### src/rtl/i2c_cfg_sequencer_pkg.sv
// Shared types and widths for the codec configuration sequencer.
// Replaces the old i2c_cfg_states.vh header (state encodings, STATE_W/IDX_W/GAP_W).
package i2c_cfg_sequencer_pkg;

  localparam int unsigned STATE_W = 4;
  localparam int unsigned IDX_W   = 4;
  localparam int unsigned GAP_W   = 16;
  localparam int unsigned RETRY_W = 3;

  typedef enum logic [STATE_W-1:0] {
    ST_IDLE  = 4'd0,
    ST_LOAD  = 4'd1,
    ST_REQ   = 4'd2,
    ST_WAIT  = 4'd3,
    ST_GAP   = 4'd4,
    ST_DONE  = 4'd5,
    ST_ERROR = 4'd6
  } state_e;

  // WM8731-style register write: 7-bit register address, 9-bit value
  typedef struct packed {
    logic [6:0] reg_addr;
    logic [8:0] data;
  } cfg_entry_t;

  function automatic logic [7:0] data1_byte(input cfg_entry_t e);
    return {e.reg_addr, e.data[8]};
  endfunction

  function automatic logic [7:0] data2_byte(input cfg_entry_t e);
    return e.data[7:0];
  endfunction

endpackage

### src/rtl/i2c_cfg_sequencer_if.sv
// Transaction handshake between the config sequencer (master) and the I2C write controller (slave).
interface i2c_cfg_sequencer_if;

  logic       txn_req;
  logic [7:0] txn_addr;
  logic [7:0] txn_data1;
  logic [7:0] txn_data2;
  logic       txn_done;
  logic       txn_nack;

  modport master (
    output txn_req, txn_addr, txn_data1, txn_data2,
    input  txn_done, txn_nack
  );

  modport slave (
    input  txn_req, txn_addr, txn_data1, txn_data2,
    output txn_done, txn_nack
  );

endinterface

### src/rtl/i2c_cfg_sequencer_rom.sv
// Fixed codec init table: idx -> {reg[6:0], data[8:0]}; unused entries read as zero.
module i2c_cfg_rom
  import i2c_cfg_sequencer_pkg::*;
(
  input  logic [IDX_W-1:0] idx,
  output cfg_entry_t       entry
);

  always_comb begin
    entry = '0;
    case (idx)
      4'd0:    entry = '{reg_addr: 7'h0F, data: 9'h000};  // reset
      4'd1:    entry = '{reg_addr: 7'h06, data: 9'h000};  // power down control
      4'd2:    entry = '{reg_addr: 7'h00, data: 9'h017};  // left line in
      4'd3:    entry = '{reg_addr: 7'h01, data: 9'h017};  // right line in
      4'd4:    entry = '{reg_addr: 7'h02, data: 9'h079};  // left headphone
      4'd5:    entry = '{reg_addr: 7'h03, data: 9'h079};  // right headphone
      4'd6:    entry = '{reg_addr: 7'h04, data: 9'h012};  // analog path
      4'd7:    entry = '{reg_addr: 7'h05, data: 9'h000};  // digital path
      4'd8:    entry = '{reg_addr: 7'h07, data: 9'h042};  // digital interface
      4'd9:    entry = '{reg_addr: 7'h09, data: 9'h001};  // activate
      default: entry = '0;
    endcase
  end

endmodule

### src/rtl/i2c_cfg_sequencer.sv
// Walks the codec init table, issuing one 3-byte I2C write per entry with retry and inter-write gap.
// Optional: define I2C_CFG_AUTOSTART_EN to start the sequence automatically after reset.
module i2c_cfg_sequencer
  import i2c_cfg_sequencer_pkg::*;
#(
  parameter int unsigned NUM_REGS   = 10,
  parameter logic [6:0]  DEV_ADDR   = 7'h1A,
  parameter int unsigned MAX_RETRY  = 3,
  parameter int unsigned GAP_CYCLES = 1000
) (
  input  logic                 clk,
  input  logic                 reset,
  input  logic                 start_cfg,
  i2c_cfg_sequencer_if.master  txn,
  output logic [IDX_W-1:0]     reg_index,
  output logic                 cfg_busy,
  output logic                 cfg_done,
  output logic                 cfg_error
);

  localparam logic [7:0]         ADDR_BYTE  = {DEV_ADDR, 1'b0};
  localparam logic [IDX_W-1:0]   IDX_LAST   = IDX_W'(NUM_REGS - 1);
  localparam logic [RETRY_W-1:0] RETRY_LAST = RETRY_W'(MAX_RETRY - 1);
  localparam logic [GAP_W-1:0]   GAP_LAST   = GAP_W'(GAP_CYCLES - 1);

  state_e             state_q, state_d;
  logic [IDX_W-1:0]   idx_q, idx_d;
  logic [RETRY_W-1:0] retry_q, retry_d;
  logic [GAP_W-1:0]   gap_q, gap_d;
  logic               advance_q, advance_d;
  logic               txn_req_q, txn_req_d;
  logic [7:0]         addr_q, addr_d;
  logic [7:0]         data1_q, data1_d;
  logic [7:0]         data2_q, data2_d;
  logic               busy_q, busy_d;
  logic               done_q, done_d;
  logic               error_q, error_d;
  logic               start_go;
  cfg_entry_t         rom_entry;

`ifdef I2C_CFG_AUTOSTART_EN
  logic autostart_q;

  // Armed by reset, consumed on the first cycle after reset is released.
  always_ff @(posedge clk) begin
    if (reset) autostart_q <= 1'b1;
    else       autostart_q <= 1'b0;
  end

  assign start_go = start_cfg | autostart_q;
`else
  assign start_go = start_cfg;
`endif

  i2c_cfg_rom u_rom (
    .idx   (idx_q),
    .entry (rom_entry)
  );

  always_comb begin
    state_d   = state_q;
    idx_d     = idx_q;
    retry_d   = retry_q;
    gap_d     = gap_q;
    advance_d = advance_q;
    txn_req_d = txn_req_q;
    addr_d    = addr_q;
    data1_d   = data1_q;
    data2_d   = data2_q;
    busy_d    = busy_q;
    done_d    = done_q;
    error_d   = error_q;
    case (state_q)
      ST_IDLE, ST_DONE, ST_ERROR: begin
        if (start_go) begin
          state_d = ST_LOAD;
          idx_d   = '0;
          retry_d = '0;
          gap_d   = '0;
          busy_d  = 1'b1;
          done_d  = 1'b0;
          error_d = 1'b0;
        end
      end
      ST_LOAD: begin
        addr_d  = ADDR_BYTE;
        data1_d = data1_byte(rom_entry);
        data2_d = data2_byte(rom_entry);
        state_d = ST_REQ;
      end
      ST_REQ: begin
        txn_req_d = 1'b1;
        state_d   = ST_WAIT;
      end
      ST_WAIT: begin
        // NACK is tested first so a simultaneous done/nack counts as a failure
        if (txn.txn_nack) begin
          txn_req_d = 1'b0;
          gap_d     = '0;
          if (retry_q == RETRY_LAST) begin
            state_d = ST_ERROR;
            busy_d  = 1'b0;
            error_d = 1'b1;
          end else begin
            retry_d   = retry_q + 1'b1;
            advance_d = 1'b0;
            state_d   = ST_GAP;
          end
        end else if (txn.txn_done) begin
          txn_req_d = 1'b0;
          retry_d   = '0;
          gap_d     = '0;
          if (idx_q == IDX_LAST) begin
            state_d = ST_DONE;
            busy_d  = 1'b0;
            done_d  = 1'b1;
          end else begin
            advance_d = 1'b1;
            state_d   = ST_GAP;
          end
        end
      end
      ST_GAP: begin
        if (gap_q == GAP_LAST) begin
          gap_d   = '0;
          state_d = ST_LOAD;
          if (advance_q) idx_d = idx_q + 1'b1;
        end else begin
          gap_d = gap_q + 1'b1;
        end
      end
      default: state_d = ST_IDLE;
    endcase
  end

  always_ff @(posedge clk) begin
    if (reset) begin
      state_q   <= ST_IDLE;
      idx_q     <= '0;
      retry_q   <= '0;
      gap_q     <= '0;
      advance_q <= 1'b0;
      txn_req_q <= 1'b0;
      addr_q    <= '0;
      data1_q   <= '0;
      data2_q   <= '0;
      busy_q    <= 1'b0;
      done_q    <= 1'b0;
      error_q   <= 1'b0;
    end else begin
      state_q   <= state_d;
      idx_q     <= idx_d;
      retry_q   <= retry_d;
      gap_q     <= gap_d;
      advance_q <= advance_d;
      txn_req_q <= txn_req_d;
      addr_q    <= addr_d;
      data1_q   <= data1_d;
      data2_q   <= data2_d;
      busy_q    <= busy_d;
      done_q    <= done_d;
      error_q   <= error_d;
    end
  end

  assign txn.txn_req   = txn_req_q;
  assign txn.txn_addr  = addr_q;
  assign txn.txn_data1 = data1_q;
  assign txn.txn_data2 = data2_q;
  assign reg_index     = idx_q;
  assign cfg_busy      = busy_q;
  assign cfg_done      = done_q;
  assign cfg_error     = error_q;

endmodule
### src/flat_wrapper.sv
// flat-port wrapper written by rule: the top's interface ports become plain ports
module i2c_cfg_sequencer_flat import i2c_cfg_sequencer_pkg::*;
#(
  parameter int unsigned NUM_REGS   = 10,
  parameter logic [6:0]  DEV_ADDR   = 7'h1A,
  parameter int unsigned MAX_RETRY  = 3,
  parameter int unsigned GAP_CYCLES = 1000
)
  (clk, reset, start_cfg, reg_index, cfg_busy, cfg_done, cfg_error, txn_txn_req, txn_txn_addr, txn_txn_data1, txn_txn_data2, txn_txn_done, txn_txn_nack);
  i2c_cfg_sequencer_if txn_i ();
  input  logic clk;
  input  logic reset;
  input  logic start_cfg;
  output logic [IDX_W-1:0] reg_index;
  output logic cfg_busy;
  output logic cfg_done;
  output logic cfg_error;
  output wire logic [$bits(txn_i.txn_req)-1:0] txn_txn_req;
  output wire logic [$bits(txn_i.txn_addr)-1:0] txn_txn_addr;
  output wire logic [$bits(txn_i.txn_data1)-1:0] txn_txn_data1;
  output wire logic [$bits(txn_i.txn_data2)-1:0] txn_txn_data2;
  input wire logic [$bits(txn_i.txn_done)-1:0] txn_txn_done;
  input wire logic [$bits(txn_i.txn_nack)-1:0] txn_txn_nack;
  assign txn_txn_req = txn_i.txn_req;
  assign txn_txn_addr = txn_i.txn_addr;
  assign txn_txn_data1 = txn_i.txn_data1;
  assign txn_txn_data2 = txn_i.txn_data2;
  assign txn_i.txn_done = txn_txn_done;
  assign txn_i.txn_nack = txn_txn_nack;
  i2c_cfg_sequencer #(.NUM_REGS(NUM_REGS), .DEV_ADDR(DEV_ADDR), .MAX_RETRY(MAX_RETRY), .GAP_CYCLES(GAP_CYCLES)) u_core (.clk(clk), .reset(reset), .start_cfg(start_cfg), .txn(txn_i), .reg_index(reg_index), .cfg_busy(cfg_busy), .cfg_done(cfg_done), .cfg_error(cfg_error));
endmodule
### config.mk
export PLATFORM = sky130hd
export DESIGN_NAME = i2c_cfg_sequencer_flat
export DESIGN_NICKNAME = d
export VERILOG_FILES = /design/src/rtl/i2c_cfg_sequencer_pkg.sv /design/src/rtl/i2c_cfg_sequencer_if.sv /design/src/rtl/i2c_cfg_sequencer_rom.sv /design/src/rtl/i2c_cfg_sequencer.sv /design/src/flat_wrapper.sv
export SDC_FILE = /design/constraint.sdc
export NUM_CORES = 1
export LEC_CHECK = 0
export ABC_CLOCK_PERIOD_IN_PS = 5000
export BUFFER_PORTS_ARGS = -buffer_cell sky130_fd_sc_hd__buf_2
export CORE_ASPECT_RATIO = 0.75
export CORE_MARGIN = 2
export CORE_UTILIZATION = 55
export DETAILED_ROUTE_END_ITERATION = 6
export PLACE_DENSITY = 0.86
export REMOVE_ABC_BUFFERS = 1
export SYNTH_ARGS = -nofsm -noshare
export SYNTH_HDL_FRONTEND = slang
export SYNTH_SLANG_ARGS = --single-unit
export TNS_END_PERCENT = 30
### constraint.sdc
create_clock -name clk -period 5 [get_ports clk]
set_clock_uncertainty 0.15 [all_clocks]
set_input_delay 1 -clock clk [delete_from_list [all_inputs] [get_ports clk]]
set_output_delay 1 -clock clk [all_outputs]
set_load 0.02 [all_outputs]
==> out/qor.tcl, run 1 <==
set qor(post_cts_resized) 0
set qor(synth_largest_area_cell) {sky130_fd_sc_hd__dfxtp_1}
set qor(layout_worst_path_cycle_share) 0.618
set qor(setup.worst_path.start_class) {register}
set qor(post_route_drc_violation_count) 0
set qor(clock_latency_ps) 310
set qor(grt_max_degree) 25
set qor(power_density_nw_per_um2) 373
set qor(period_minus_slack_ps) 3090
set qor(drt_initial_violations) 210
set qor(wl_per_cell_um) 14.6
set qor(crit_arrival_ps) 3070
set qor(std_cell_rows) 21
set qor(gr-usage-all-layers) 0.232
set qor(core_area_um2) 4390
set qor(cts-root-buf) {sky130_fd_sc_hd__clkbuf_8}
set qor(grtUsageMet3) 0.0392
set qor(path_clk_slew_ps) 80
set qor(cts_buffers) 5
set qor(antennaDiodeCount) 0
set qor(outcome) {finished clean}
set qor(die_outline_width_um) 81.5
set qor(syn_avg_cell_area_um2) 8.26
set qor(synth-async-reset-ratio) 0
set qor(dp_cells) 363
set qor(routabilityCongestion) 0.819
set qor(grt_pass1_wl_um) 9330
set qor(tightest_slew_ps) 1160
set qor(rsz_0062_raised_after_global_routing) {false}
set qor(vias_per_cell) 6.12
set qor(netlist.area_leader.share) 0.339
set qor(worstSetupEndpointType) {register}
set qor(grt.met1_usage) 0.342
set qor(number_of_port_buffers) 26
set qor(max_freq_mhz) 324
set qor(synth_edf_count) 0
set qor(io_pins) 37
set qor(synthesis.yosys.warnings) 0
set qor(report.final.hold_viol_count) 0
set qor(cts.repair_timing.setup_buffer_count) 0
set qor(synthCells) 300
set qor(static-leakage-power_nw) 0.985
set qor(wirelength_um) 5400
set qor(grt_antenna_before_repair) 0
set qor(ir_drop_mv) 0.340
set qor(timing.slew.headroom) 0.221
set qor(count_of_different_cell_masters_after_synthesis) 54
set qor(die_area_um2) 5060
set qor(tritoncts) {built}
set qor(mappedNetlistArea_um2) 2480
set qor(postSynth.topFlopCell) {sky130_fd_sc_hd__dfxtp_1}
set qor(r2r_slack_ps) 1910
set qor(clock_tree.htree_level_count) 2
set qor(area_growth_syn_to_layout_pct) 6.57
set qor(grt_busiest_layer) {met1}
set qor(path_max_fanout) 14
set qor(cap_violations) 0
set qor(leading_cell_type_in_the_layout_fill_and_taps_excluded) {sky130_fd_sc_hd__dfxtp_1}
set qor(numClockSinks) 42
set qor(power.total_uw) 986
set qor(number_of_search_and_repair_iterations_in_the_first_detailed_routing_pass) 5
set qor(floorplan.die.height_um) 62.1
set qor(critPathRequiredTime_ps) 4980
set qor(finalMaxSlewViolations) 0
set qor(via_count) 2269
set qor(place_hpwl_um) 3750
set qor(layout.filler_cells) 368
set qor(clock_tree.buffer_depth) 2
set qor(initial_utilization) 0.565
set qor(synth-seq-cells) 42
set qor(antenna_violating_nets_post_route) 0
set qor(share_of_cells_above_drive_strength_1) 0.127
set qor(ctsHoldBuffers) 0
set qor(seq_area_frac_synth) 0.339
set qor(final_cell_mix) {sky130_fd_sc_hd__dfxtp_1 (42), sky130_fd_sc_hd__inv_1 (26), sky130_fd_sc_hd__buf_2 (26)}
set qor(setup_viol) 0
set qor(nNetsFinal) 331
set qor(worst_hold_path_type) {register to register}
set qor(first_global_vias) 1987
set qor(post_synth_main_area_contributors) {sky130_fd_sc_hd__dfxtp_1 (34%), sky130_fd_sc_hd__ha_1 (6.1%), sky130_fd_sc_hd__buf_4 (3.9%), sky130_fd_sc_hd__inv_1 (3.9%), sky130_fd_sc_hd__nand3_1 (3.0%)}
set qor(worst-setup-path-type) {register to register}
set qor(globalRouteMet2Util) 0.338
set qor(finalNonFillerCells) 371
set qor(global_route.overflow_total) 0
set qor(setup-tns-final_ps) 0
-- layer usage --
metal | part of all wire | vias up
met3 | 0.053 | 10
li1 | - | 1113
met5 | 0 | -
met4 | 0.017 | 0
met1 | 0.49 | 1076
met2 | 0.44 | 70
-- cell usage after synthesis, types with 3 or more instances --
| library cell | instances |
|---|---|
| sky130_fd_sc_hd__o21ai_0 | 15 |
| sky130_fd_sc_hd__nor4bb_1 | 3 |
| sky130_fd_sc_hd__nor4_1 | 8 |
| sky130_fd_sc_hd__o221ai_1 | 5 |
| sky130_fd_sc_hd__o21a_1 | 3 |
| sky130_fd_sc_hd__a31oi_1 | 9 |
| sky130_fd_sc_hd__nand2_1 | 16 |
| sky130_fd_sc_hd__clkbuf_1 | 10 |
| sky130_fd_sc_hd__or4_1 | 3 |
| sky130_fd_sc_hd__buf_4 | 13 |
| sky130_fd_sc_hd__buf_2 | 5 |
| sky130_fd_sc_hd__inv_1 | 26 |
| sky130_fd_sc_hd__xnor2_1 | 4 |
| sky130_fd_sc_hd__mux2i_1 | 4 |
| sky130_fd_sc_hd__nand4b_1 | 4 |
| sky130_fd_sc_hd__nand3_1 | 15 |
| sky130_fd_sc_hd__a21oi_1 | 12 |
| sky130_fd_sc_hd__o22ai_1 | 3 |
| sky130_fd_sc_hd__nor3_1 | 13 |
| sky130_fd_sc_hd__a211o_1 | 3 |
| sky130_fd_sc_hd__nand4_1 | 12 |
| sky130_fd_sc_hd__o211ai_1 | 5 |
| sky130_fd_sc_hd__nor2_1 | 16 |
| sky130_fd_sc_hd__o211a_1 | 3 |
| sky130_fd_sc_hd__ha_1 | 12 |
| sky130_fd_sc_hd__dfxtp_1 | 42 |
-- report_power, final --
group | switching (mW) | internal (mW)
Clock | 0.122 | 0.112
Sequential | 0.0427 | 0.374
Combinational | 0.220 | 0.116
-- critical path, stage by stage (launching register included) --
cell and delay, ps:
sky130_fd_sc_hd__dfxtp_1 520, sky130_fd_sc_hd__inv_1 180, sky130_fd_sc_hd__fa_1 530, sky130_fd_sc_hd__o21a_1 130, sky130_fd_sc_hd__a221o_1 310, sky130_fd_sc_hd__o21ai_1 840
sky130_fd_sc_hd__o21ai_0 250
-- flip-flops by register name, indices dropped and copies added, names as in the netlist --
name	cells
u_core.txn.txn_addr	1
u_core.retry_q	3
u_core.txn.txn_data2	6
u_core.state_q	3
u_core.reg_index	4
u_core.advance_q	1
u_core.cfg_busy	1
u_core.txn.txn_req	1
u_core.cfg_error	1
u_core.cfg_done	1
u_core.txn.txn_data1	4
u_core.gap_q	16
-- layout make-up --
| cell class | count | area (µm²) | area share |
|---|---|---|---|
| tap | 57 | 71.3 | 0.0270 |
| sequential | 42 | 841 | 0.318 |
| multi-input combinational | 211 | 1410 | 0.532 |
| timing repair buffer | 26 | 130 | 0.0493 |
| clock buffer | 7 | 86.3 | 0.0327 |
| inverter | 27 | 101 | 0.0384 |
| clock inverter | 1 | 5.00 | 0.00190 |
-- stage by stage --
stage / util / hold slack [ps] / area (µm²) / setup WS (ps)
2_1_floorplan: - / 308 / 2350 / 2500
3_3_place_gp: 0.581 / 293 / 2550 / 2150
3_5_place_dp: 0.581 / 300 / 2550 / 1970
4_1_cts: 0.602 / 309 / 2640 / 1940
5_1_grt: 0.602 / 342 / 2640 / 1690
6_report: 0.602 / 309 / 2640 / 1910
-- final timing paths --
check	depth (start not counted)	startpoint	end
worst max-delay path	6	u_core.state_q[0]	u_core.gap_q[1]
worst min-delay path	2	u_core.txn.txn_data2[2]	u_core.txn.txn_data2[2]
worst max register to register	6	u_core.state_q[0]	u_core.gap_q[1]
worst min register to register	2	u_core.txn.txn_data2[2]	u_core.txn.txn_data2[2]
-- cell families (layout without fill, tap and decap cells) --
| logic type | count (synthesis) | count (layout) | share of synthesized area |
|---|---|---|---|
| compound gates | 75 | 75 | 0.211 |
| xor+xnor | 4 | 4 | 0.0141 |
| fa+ha+maj | 13 | 13 | 0.0687 |
| buf+inv | 56 | 61 | 0.107 |
| flops | 42 | 42 | 0.339 |
| mux | 4 | 4 | 0.0162 |
| other cells | 1 | 10 | 0.00151 |
| simple gates | 105 | 105 | 0.242 |
(Power assumes the default switching activity.)
==> run 2: changes to the inputs <==
--- a/config.mk
+++ b/config.mk
@@ -5,7 +5,8 @@
 export SDC_FILE = /design/constraint.sdc
 export NUM_CORES = 1
 export LEC_CHECK = 0
-export ABC_CLOCK_PERIOD_IN_PS = 5000
+export ABC_AREA = 1
+export ABC_CLOCK_PERIOD_IN_PS = 3050
 export BUFFER_PORTS_ARGS = -buffer_cell sky130_fd_sc_hd__buf_2
 export CORE_ASPECT_RATIO = 0.75
 export CORE_MARGIN = 2
==> constraint.sdc (replaced) <==
create_clock -name clk -period 3.05 [get_ports clk]
set_clock_uncertainty 0.15 [all_clocks]
set_input_delay 0.61 -clock clk [delete_from_list [all_inputs] [get_ports clk]]
set_output_delay 0.61 -clock clk [all_outputs]
set_load 0.02 [all_outputs]
==> run 2 against run 1 <==
Compared with the run above: non-clock buffer count increased by 1; global-route usage increased by 1.4 points; maximum frequency increased by 58%; clock power increased by 45%; sequential power increased by 65%; combinational power increased by 120%; sequential cell count unchanged; synthesized cell count increased by 22%; critical path type unchanged; critical endpoint is now u_core.gap_q[8]; largest cell class unchanged.
==> out/qor.tcl, run 2 <==
set qor(clock_latency_ps) 300 ;# was 310 ps
set qor(power.total_mw) 1.77 ;# was 986 µW
set qor(ir_drop_mv) 0.399 ;# was 0.340 mV
set qor(worst-setup-path-type) {register to register} ;# unchanged
set qor(netlist.area_leader.share) 0.343 ;# was 0.339
set qor(path_max_fanout) 6 ;# was 14
set qor(first_global_vias) 2147 ;# was 1,987
set qor(max_freq_mhz) 513 ;# was 324 MHz
set qor(reg2reg_from) {u_core.state_q[0]} ;# unchanged
set qor(cp_slowest_cell) {sky130_fd_sc_hd__fa_1} ;# was sky130_fd_sc_hd__o21ai_1
set qor(drt_initial_violations) 192 ;# was 210
set qor(std_cell_rows) 20 ;# was 21
set qor(wl_per_cell_um) 12.3 ;# was 14.6 µm
set qor(worstRegToRegCells) 8 ;# was 6
set qor(count_of_different_cell_masters_after_synthesis) 30 ;# was 54
set qor(clock_tree.htree_level_count) 2 ;# unchanged
set qor(gr-usage-all-layers) 0.247 ;# was 0.232
set qor(hold-path-endpoint) {u_core.txn.txn_data2[2]} ;# unchanged
set qor(worstHoldStart) {u_core.txn.txn_data2[2]} ;# unchanged
set qor(rsz_0062_raised_after_global_routing) {false} ;# unchanged
set qor(net_sw_power_uw) 773 ;# was 384 µW
set qor(outcome) {finished clean} ;# unchanged
set qor(synthCells) 366 ;# was 300
set qor(seq_area_frac_synth) 0.343 ;# was 0.339
set qor(layout.filler_cells) 401 ;# was 368
set qor(number_of_port_buffers) 26 ;# unchanged
set qor(final_cell_mix) {sky130_fd_sc_hd__nand2_1 (93), sky130_fd_sc_hd__nor2_1 (45), sky130_fd_sc_hd__dfxtp_1 (42)} ;# was sky130_fd_sc_hd__dfxtp_1 (42), sky130_fd_sc_hd__inv_1 (26), sky130_fd_sc_hd__buf_2 (26)
set qor(io_pins) 37 ;# unchanged
set qor(leading_cell_type_in_the_layout_fill_and_taps_excluded) {sky130_fd_sc_hd__nand2_1} ;# was sky130_fd_sc_hd__dfxtp_1
set qor(grt_max_degree) 17 ;# was 25
set qor(initial_utilization) 0.590 ;# was 0.565
set qor(critical_path_max_stage_delay_ps) 480 ;# was 840 ps
set qor(cts-root-buf) {sky130_fd_sc_hd__clkbuf_8} ;# unchanged
set qor(crit_arrival_ps) 2000 ;# was 3070 ps
set qor(worstSetupEndpointType) {register} ;# unchanged
set qor(setup.worst_path.start_class) {register} ;# unchanged
set qor(cts_buffers) 5 ;# unchanged
set qor(core_area_um2) 4150 ;# was 4390 µm²
set qor(critPathBufInv) 2 ;# was 1
set qor(cp_top_family) {adder cells} ;# was compound AO/OA/AOI/OAI gates
set qor(static-leakage-power_nw) 1.24 ;# was 0.985 nW
set qor(dp_worst_setup_slack_ps) 1130 ;# was 1970 ps
set qor(post_route_drc_violation_count) 0 ;# unchanged
set qor(synth_top_family_by_area) {simple AND/OR/NAND/NOR gates} ;# unchanged
set qor(power.share.sequential) 0.391 ;# was 0.423
set qor(worst_hold_path_type) {register to register} ;# unchanged
set qor(report.final.hold_viol_count) 0 ;# unchanged
set qor(post_cts_resized) 0 ;# unchanged
set qor(worst_path_cell_trace) {inv_1 -> fa_1 -> nand2_1 -> nand2_1 -> nor2_1 -> o21ai_1 -> inv_2 -> nor2_1} ;# was inv_1 -> fa_1 -> o21a_1 -> a221o_1 -> o21ai_1 -> o21ai_0
set qor(number_of_flip_flops_in_the_largest_register) 16 ;# unchanged
set qor(antennaDiodeCount) 0 ;# unchanged
set qor(place_hpwl_um) 4080 ;# was 3750 µm
set qor(synth-seq-cells) 42 ;# unchanged
set qor(die_outline_width_um) 81.1 ;# was 81.5 µm
set qor(ff_latch_area_um2) 841 ;# unchanged
set qor(layout_worst_path_cycle_share) 0.639 ;# was 0.618
set qor(synth_compound_area_frac) 0.116 ;# was 0.211
set qor(synthMostInstantiatedCell) {sky130_fd_sc_hd__nand2_1} ;# was sky130_fd_sc_hd__dfxtp_1
set qor(whs_path_depth) 2 ;# unchanged
set qor(die_area_um2) 5010 ;# was 5060 µm²
set qor(critPathRequiredTime_ps) 3100 ;# was 4980 ps
set qor(ctsHoldBuffers) 0 ;# unchanged
set qor(global_route.overflow_total) 0 ;# unchanged
set qor(synth_edf_count) 0 ;# unchanged
set qor(number_of_search_and_repair_iterations_in_the_first_detailed_routing_pass) 5 ;# unchanged
set qor(grt_pass1_wl_um) 9570 ;# was 9330 µm
set qor(share_of_synthesized_cell_area_in_and_or_nand_and_nor_gates) 0.333 ;# was 0.242
set qor(numClockSinks) 42 ;# unchanged
set qor(synth_largest_area_cell) {sky130_fd_sc_hd__dfxtp_1} ;# unchanged
set qor(cap_violations) 0 ;# unchanged
set qor(setup-tns-final_ps) 0 ;# unchanged
set qor(setup_ws_ps) 1100 ;# was 1910 ps
set qor(cts.repair_timing.setup_buffer_count) 0 ;# unchanged
set qor(nNetsFinal) 409 ;# was 331
set qor(synthesis.yosys.warnings) 0 ;# unchanged
set qor(p_clk_frac) 0.193 ;# was 0.237
set qor(wirelength_um) 5500 ;# was 5400 µm
set qor(clock_tree.buffer_depth) 2 ;# unchanged
set qor(path_depth) 8 ;# was 6
set qor(finalNonFillerCells) 446 ;# was 371
set qor(share_comb_of_total_power) 0.416 ;# was 0.340
set qor(synth_xor_xnor_area_share) 0.0250 ;# was 0.0141
set qor(path_clk_slew_ps) 80 ;# about the same
set qor(vias_per_cell) 5.38 ;# was 6.12
set qor(mappedNetlistArea_um2) 2450 ;# was 2480 µm²
set qor(tritoncts) {built} ;# unchanged
set qor(synthMuxAreaShare) 0 ;# was 0.0162
set qor(power_density_nw_per_um2) 665 ;# was 373 nW/µm²
set qor(setup_viol) 0 ;# unchanged
set qor(largest_register) {u_core.gap_q} ;# unchanged
set qor(syn_avg_cell_area_um2) 6.70 ;# was 8.26 µm²
set qor(synth-async-reset-ratio) 0 ;# unchanged
set qor(via_count) 2399 ;# was 2,269
set qor(power.switching_fraction) 0.438 ;# was 0.390
set qor(post_synth_main_area_contributors) {sky130_fd_sc_hd__dfxtp_1 (34%), sky130_fd_sc_hd__nand2_1 (14%), sky130_fd_sc_hd__nor2_1 (6.9%), sky130_fd_sc_hd__a21oi_1 (6.1%), sky130_fd_sc_hd__ha_1 (6.1%)} ;# was sky130_fd_sc_hd__dfxtp_1 (34%), sky130_fd_sc_hd__ha_1 (6.1%), sky130_fd_sc_hd__buf_4 (3.9%), sky130_fd_sc_hd__inv_1 (3.9%), sky130_fd_sc_hd__nand3_1 (3.0%)
set qor(worst_r2r_endpoint) {u_core.gap_q[8]} ;# was u_core.gap_q[1]
set qor(antenna_violating_nets_post_route) 0 ;# unchanged
set qor(period_minus_slack_ps) 1950 ;# was 3090 ps
set qor(dp_cells) 439 ;# was 363
set qor(grt_antenna_before_repair) 0 ;# unchanged
set qor(synth_commonest_cells) {sky130_fd_sc_hd__nand2_1 (93), sky130_fd_sc_hd__nor2_1 (45), sky130_fd_sc_hd__dfxtp_1 (42)} ;# was sky130_fd_sc_hd__dfxtp_1 (42), sky130_fd_sc_hd__inv_1 (26), sky130_fd_sc_hd__nand2_1 (16), sky130_fd_sc_hd__nor2_1 (16)
set qor(cellInternalPower_uw) 993 ;# was 601 µW
set qor(area_growth_syn_to_layout_pct) 8.21 ;# was 6.57%
set qor(floorplan.die.height_um) 61.8 ;# was 62.1 µm
set qor(r2r_slack_ps) 1100 ;# was 1910 ps
set qor(postSynth.topFlopCell) {sky130_fd_sc_hd__dfxtp_1} ;# unchanged
set qor(area_occupied_by_multi_input_gates_um2) 1370 ;# was 1410 µm²
set qor(finalMaxSlewViolations) 0 ;# unchanged
set qor(routabilityCongestion) 0.843 ;# was 0.819
set qor(post_synth_fa_ha_maj_area_fraction) 0.0694 ;# was 0.0687
set qor(share_of_cells_above_drive_strength_1) 0.123 ;# was 0.127
==> run 2: cell types whose count changed in the layout (fill, tap and decap cells not counted), moves of 7 or more <==
cell                      before  now
sky130_fd_sc_hd__a21oi_1      12   30
sky130_fd_sc_hd__a31oi_1       9    2
sky130_fd_sc_hd__inv_1        26   37
sky130_fd_sc_hd__nand2_1      16   93
sky130_fd_sc_hd__nand3_1      15   29
sky130_fd_sc_hd__nor2_1       16   45
sky130_fd_sc_hd__nor3_1       13    6
sky130_fd_sc_hd__nor4_1        8    1
==> run 2: stage by stage <==
stage / hold slack, ps / area [µm²] / utilization
after global routing: 335 / 2650 / 0.639
after CTS: 318 / 2650 / 0.639
final: 317 / 2650 / 0.639
after global placement: 299 / 2570 / 0.620
after floorplan: 292 / 2370 / -
after detailed placement: 307 / 2570 / 0.620
==> run 2: layout make-up <==
type,count,share of cell area
clock buffers,5,0.0259
clock inverters,2,0.00377
inverters,42,0.0594
multi-input cells,273,0.516
flip-flops and latches,42,0.317
well taps,55,0.0259
repair buffers,27,0.0519
==> run 2: cell families after synthesis <==
family,count (synthesis)
other,1
buffers and inverters,60
AOI/OAI and AO/OA,53
xor gates and xnor gates,7
adders and majority gates,13
and+or+nand+nor,190
DFF,42
==> run 2: tightest hold or removal path: stages, from the launching register on <==
cell,delay (ps)
sky130_fd_sc_hd__dfxtp_1,310
sky130_fd_sc_hd__nand2_1,60
sky130_fd_sc_hd__a21oi_1,60
==> run 2: worst max path at each step <==
stage / from / end / slack, ps
after global routing: u_core.state_q[0] / u_core.gap_q[8] / 940
after global placement: u_core.state_q[0] / u_core.gap_q[8] / 1220
after CTS: u_core.state_q[0] / u_core.gap_q[8] / 1120
after floorplan: u_core.state_q[0] / u_core.gap_q[8] / 1260
final: u_core.state_q[0] / u_core.gap_q[8] / 1100
after detailed placement: u_core.state_q[1] / u_core.gap_q[8] / 1130
==> run 2: layer usage <==
| layer | wire (µm) | track usage | vias to the layer above |
|---|---|---|---|
| met5 | 0 | 0 | - |
| met4 | 107 | 0.102 | 0 |
| met3 | 406 | 0.0506 | 17 |
| met2 | 2370 | 0.405 | 103 |
| met1 | 2620 | 0.323 | 1076 |
| li1 | - | - | 1203 |
==> run 2: power by group through the flow <==
| stage | sequential (mW) | combinational (mW) | clock [mW] |
|---|---|---|---|
| after floorplan | 0.751 | 0.480 | 0 |
| after global placement | 0.694 | 0.702 | 0 |
| after detailed placement | 0.699 | 0.717 | 0 |
| after CTS | 0.688 | 0.722 | 0.347 |
| after global routing | 0.702 | 0.830 | 0.372 |
| final | 0.690 | 0.735 | 0.340 |
==> run 3: changes to the inputs <==
--- a/config.mk
+++ b/config.mk
@@ -6,7 +6,7 @@
 export NUM_CORES = 1
 export LEC_CHECK = 0
 export ABC_AREA = 1
-export ABC_CLOCK_PERIOD_IN_PS = 3050
+export ABC_CLOCK_PERIOD_IN_PS = 2050
 export BUFFER_PORTS_ARGS = -buffer_cell sky130_fd_sc_hd__buf_2
 export CORE_ASPECT_RATIO = 0.75
 export CORE_MARGIN = 2
==> constraint.sdc (replaced) <==
create_clock -name clk -period 2.05 [get_ports clk]
set_clock_uncertainty 0.15 [all_clocks]
set_input_delay 0.41 -clock clk [delete_from_list [all_inputs] [get_ports clk]]
set_output_delay 0.41 -clock clk [all_outputs]
set_load 0.02 [all_outputs]
==> run 3 against run 2 <==
Compared with the run above: sequential power rose by 49%; cell area rose by 1.4%; worst setup slack got worse by 910 ps; global-route usage fell by 1.0 points.
==> out/qor.tcl, run 3 (same netlist as run 2, synthesis figures left out) <==
set qor(cts-root-buf) {sky130_fd_sc_hd__clkbuf_8} ;# unchanged
set qor(routabilityCongestion) 0.871 ;# was 0.843
set qor(worstHoldStart) {u_core.txn.txn_req} ;# was u_core.txn.txn_data2[2]
set qor(timing.slew.headroom) 0.662
set qor(setup_viol) 0 ;# unchanged
set qor(wl_per_cell_um) 12.0 ;# was 12.3 µm
set qor(ff_latch_area_um2) 843 ;# was 841 µm²
set qor(setup-tns-final_ps) 0 ;# unchanged
set qor(clock_latency_ps) 290 ;# was 300 ps
set qor(worstRegToRegCells) 8 ;# unchanged
set qor(post_cts_resized) 0 ;# unchanged
set qor(cap_violations) 0 ;# unchanged
set qor(r2r_slack_ps) 190 ;# was 1100 ps
set qor(wirelength_um) 5390 ;# was 5500 µm
set qor(first_global_vias) 2099 ;# was 2,147
set qor(timing.critical_path.mode_cell) {sky130_fd_sc_hd__nand2_1}
set qor(reg2reg_from) {u_core.state_q[0]} ;# unchanged
set qor(antennaDiodeCount) 0 ;# unchanged
set qor(place_hpwl_um) 3870 ;# was 4080 µm
set qor(static-leakage-power_nw) 1.25 ;# was 1.24 nW
set qor(setup.worst_path.start_class) {register} ;# unchanged
set qor(outcome) {finished clean} ;# unchanged
set qor(drt_initial_violations) 203 ;# was 192
set qor(std_cell_rows) 20 ;# unchanged
set qor(placement.cell_area_um2) 2590 ;# was 2570 µm²
set qor(antenna_violating_nets_post_route) 0 ;# unchanged
set qor(tritoncts) {built} ;# unchanged
set qor(critPathRequiredTime_ps) 2130 ;# was 3100 ps
set qor(period_minus_slack_ps) 1860 ;# was 1950 ps
set qor(post_route_drc_violation_count) 0 ;# unchanged
set qor(number_of_port_buffers) 26 ;# unchanged
set qor(grt_max_degree) 24 ;# was 17
set qor(critical_path_max_stage_delay_ps) 570 ;# was 480 ps
set qor(io_pins) 37 ;# unchanged
set qor(final_cell_mix) {sky130_fd_sc_hd__nand2_1 (93), sky130_fd_sc_hd__nor2_1 (44), sky130_fd_sc_hd__dfxtp_1 (40)} ;# was sky130_fd_sc_hd__nand2_1 (93), sky130_fd_sc_hd__nor2_1 (45), sky130_fd_sc_hd__dfxtp_1 (42)
set qor(area_occupied_by_multi_input_gates_um2) 1370 ;# about the same
set qor(hold-path-endpoint) {u_core.txn.txn_req} ;# was u_core.txn.txn_data2[2]
set qor(area_growth_syn_to_layout_pct) 9.69 ;# was 8.21%
set qor(grt_pass1_wl_um) 9190 ;# was 9570 µm
set qor(whs_path_depth) 2 ;# unchanged
set qor(path_max_fanout) 7 ;# was 6
set qor(die_area_um2) 5010 ;# unchanged
set qor(largest_register) {u_core.gap_q} ;# unchanged
set qor(cp_slowest_cell) {sky130_fd_sc_hd__fa_1} ;# unchanged
set qor(ctsHoldBuffers) 0 ;# unchanged
set qor(path_clk_slew_ps) 80 ;# about the same
set qor(number_of_search_and_repair_iterations_in_the_first_detailed_routing_pass) 4 ;# was 5
set qor(power_density_nw_per_um2) 1010 ;# was 665 nW/µm²
set qor(worst-setup-path-type) {register to register} ;# unchanged
set qor(die_outline_width_um) 81.1 ;# unchanged
set qor(setup_ws_ps) 188 ;# was 1100 ps
set qor(grt_antenna_before_repair) 0 ;# unchanged
set qor(global_route.overflow_total) 0 ;# unchanged
set qor(worstSetupEndpointType) {register} ;# unchanged
set qor(floorplan.die.height_um) 61.8 ;# unchanged
set qor(gr-usage-all-layers) 0.236 ;# was 0.247
set qor(max_freq_mhz) 537 ;# was 513 MHz
set qor(numClockSinks) 42 ;# unchanged
set qor(share_of_cells_above_drive_strength_1) 0.137 ;# was 0.123
set qor(finalMaxSlewViolations) 0 ;# unchanged
set qor(cts.repair_timing.setup_buffer_count) 0 ;# unchanged
set qor(cts_buffers) 5 ;# unchanged
set qor(ir_drop_mv) 0.576 ;# was 0.399 mV
set qor(worst_r2r_endpoint) {u_core.gap_q[6]} ;# was u_core.gap_q[8]
set qor(layout_worst_path_cycle_share) 0.908 ;# was 0.639
set qor(worst_path_cell_trace) {inv_1 -> fa_1 -> nand2_1 -> nand2_1 -> inv_2 -> nand2_2 -> nand2_1 -> a21oi_1} ;# was inv_1 -> fa_1 -> nand2_1 -> nand2_1 -> nor2_1 -> o21ai_1 -> inv_2 -> nor2_1
set qor(layout.filler_cells) 389 ;# was 401
set qor(worst_hold_path_type) {register to register} ;# unchanged
set qor(rsz_0062_raised_after_global_routing) {false} ;# unchanged
set qor(initial_utilization) 0.590 ;# unchanged
set qor(core_area_um2) 4150 ;# unchanged
set qor(nNetsFinal) 411 ;# was 409
set qor(clock_tree.buffer_depth) 2 ;# unchanged
set qor(number_of_flip_flops_in_the_largest_register) 16 ;# unchanged
set qor(dp_worst_setup_slack_ps) 133 ;# was 1130 ps
set qor(tightest_slew_ps) 506
set qor(via_count) 2311 ;# was 2,399
set qor(report.final.hold_viol_count) 0 ;# unchanged
set qor(vias_per_cell) 5.15 ;# was 5.38
set qor(final_area_um2) 2690 ;# was 2650 µm²
set qor(clock_tree.htree_level_count) 2 ;# unchanged
set qor(crit_arrival_ps) 1940 ;# was 2000 ps
set qor(leading_cell_type_in_the_layout_fill_and_taps_excluded) {sky130_fd_sc_hd__nand2_1} ;# unchanged
==> run 3: worst max path at each step <==
stage                 startpoint             endpoint  slack [ps]  depth (start not counted)
2_1_floorplan  u_core.state_q[0]      u_core.gap_q[8]         260                          8
3_3_place_gp   u_core.state_q[0]      u_core.gap_q[8]         210                          8
3_5_place_dp   u_core.state_q[0]      u_core.gap_q[8]         130                          8
4_1_cts        u_core.state_q[0]      u_core.gap_q[8]          80                          8
5_1_grt          u_core.gap_q[0]  u_core.reg_index[0]          50                          9
6_report       u_core.state_q[0]      u_core.gap_q[6]         190                          8
==> run 3: layout make-up <==
cell class / instances / share of cell area
sequential: 42 / 0.313
tap: 55 / 0.0256
clock inverter: 2 / 0.00465
multi-input combinational: 273 / 0.510
timing repair buffer: 29 / 0.0567
clock buffer: 6 / 0.0307
inverter: 42 / 0.0586
==> run 3: power by group <==
| part | switching [mW] | internal [mW] |
|---|---|---|
| Sequential | 0.0976 | 0.930 |
| Combinational | 0.780 | 0.336 |
| Clock | 0.289 | 0.271 |
==> run 3: per-layer routing <==
metal	track usage	up-vias	share of wire
met1	0.325	1009	0.50
met4	0.0678	0	0.0072
met5	0	-	0
met3	0.0477	6	0.071
met2	0.384	86	0.42
li1	-	1210	-
==> run 3: critical path, delay by kind of cell, from the launching register on <==
family	cells	cell delay (ps)
flops	1	380
buf+inv	2	150
compound gates	1	140
fa+ha+maj	1	570
simple gates	4	400
==> run 3: metrics by stage <==
step / util / cells / power [mW] / hold slack, ps
3_3_place_gp: 0.623 / 441 / 2.08 / 298
5_1_grt: 0.648 / 449 / 2.91 / 336
4_1_cts: 0.646 / 449 / 2.67 / 315
3_5_place_dp: 0.623 / 441 / 2.10 / 303
6_report: 0.648 / 449 / 2.70 / 316
2_1_floorplan: - / 357 / 1.83 / 292
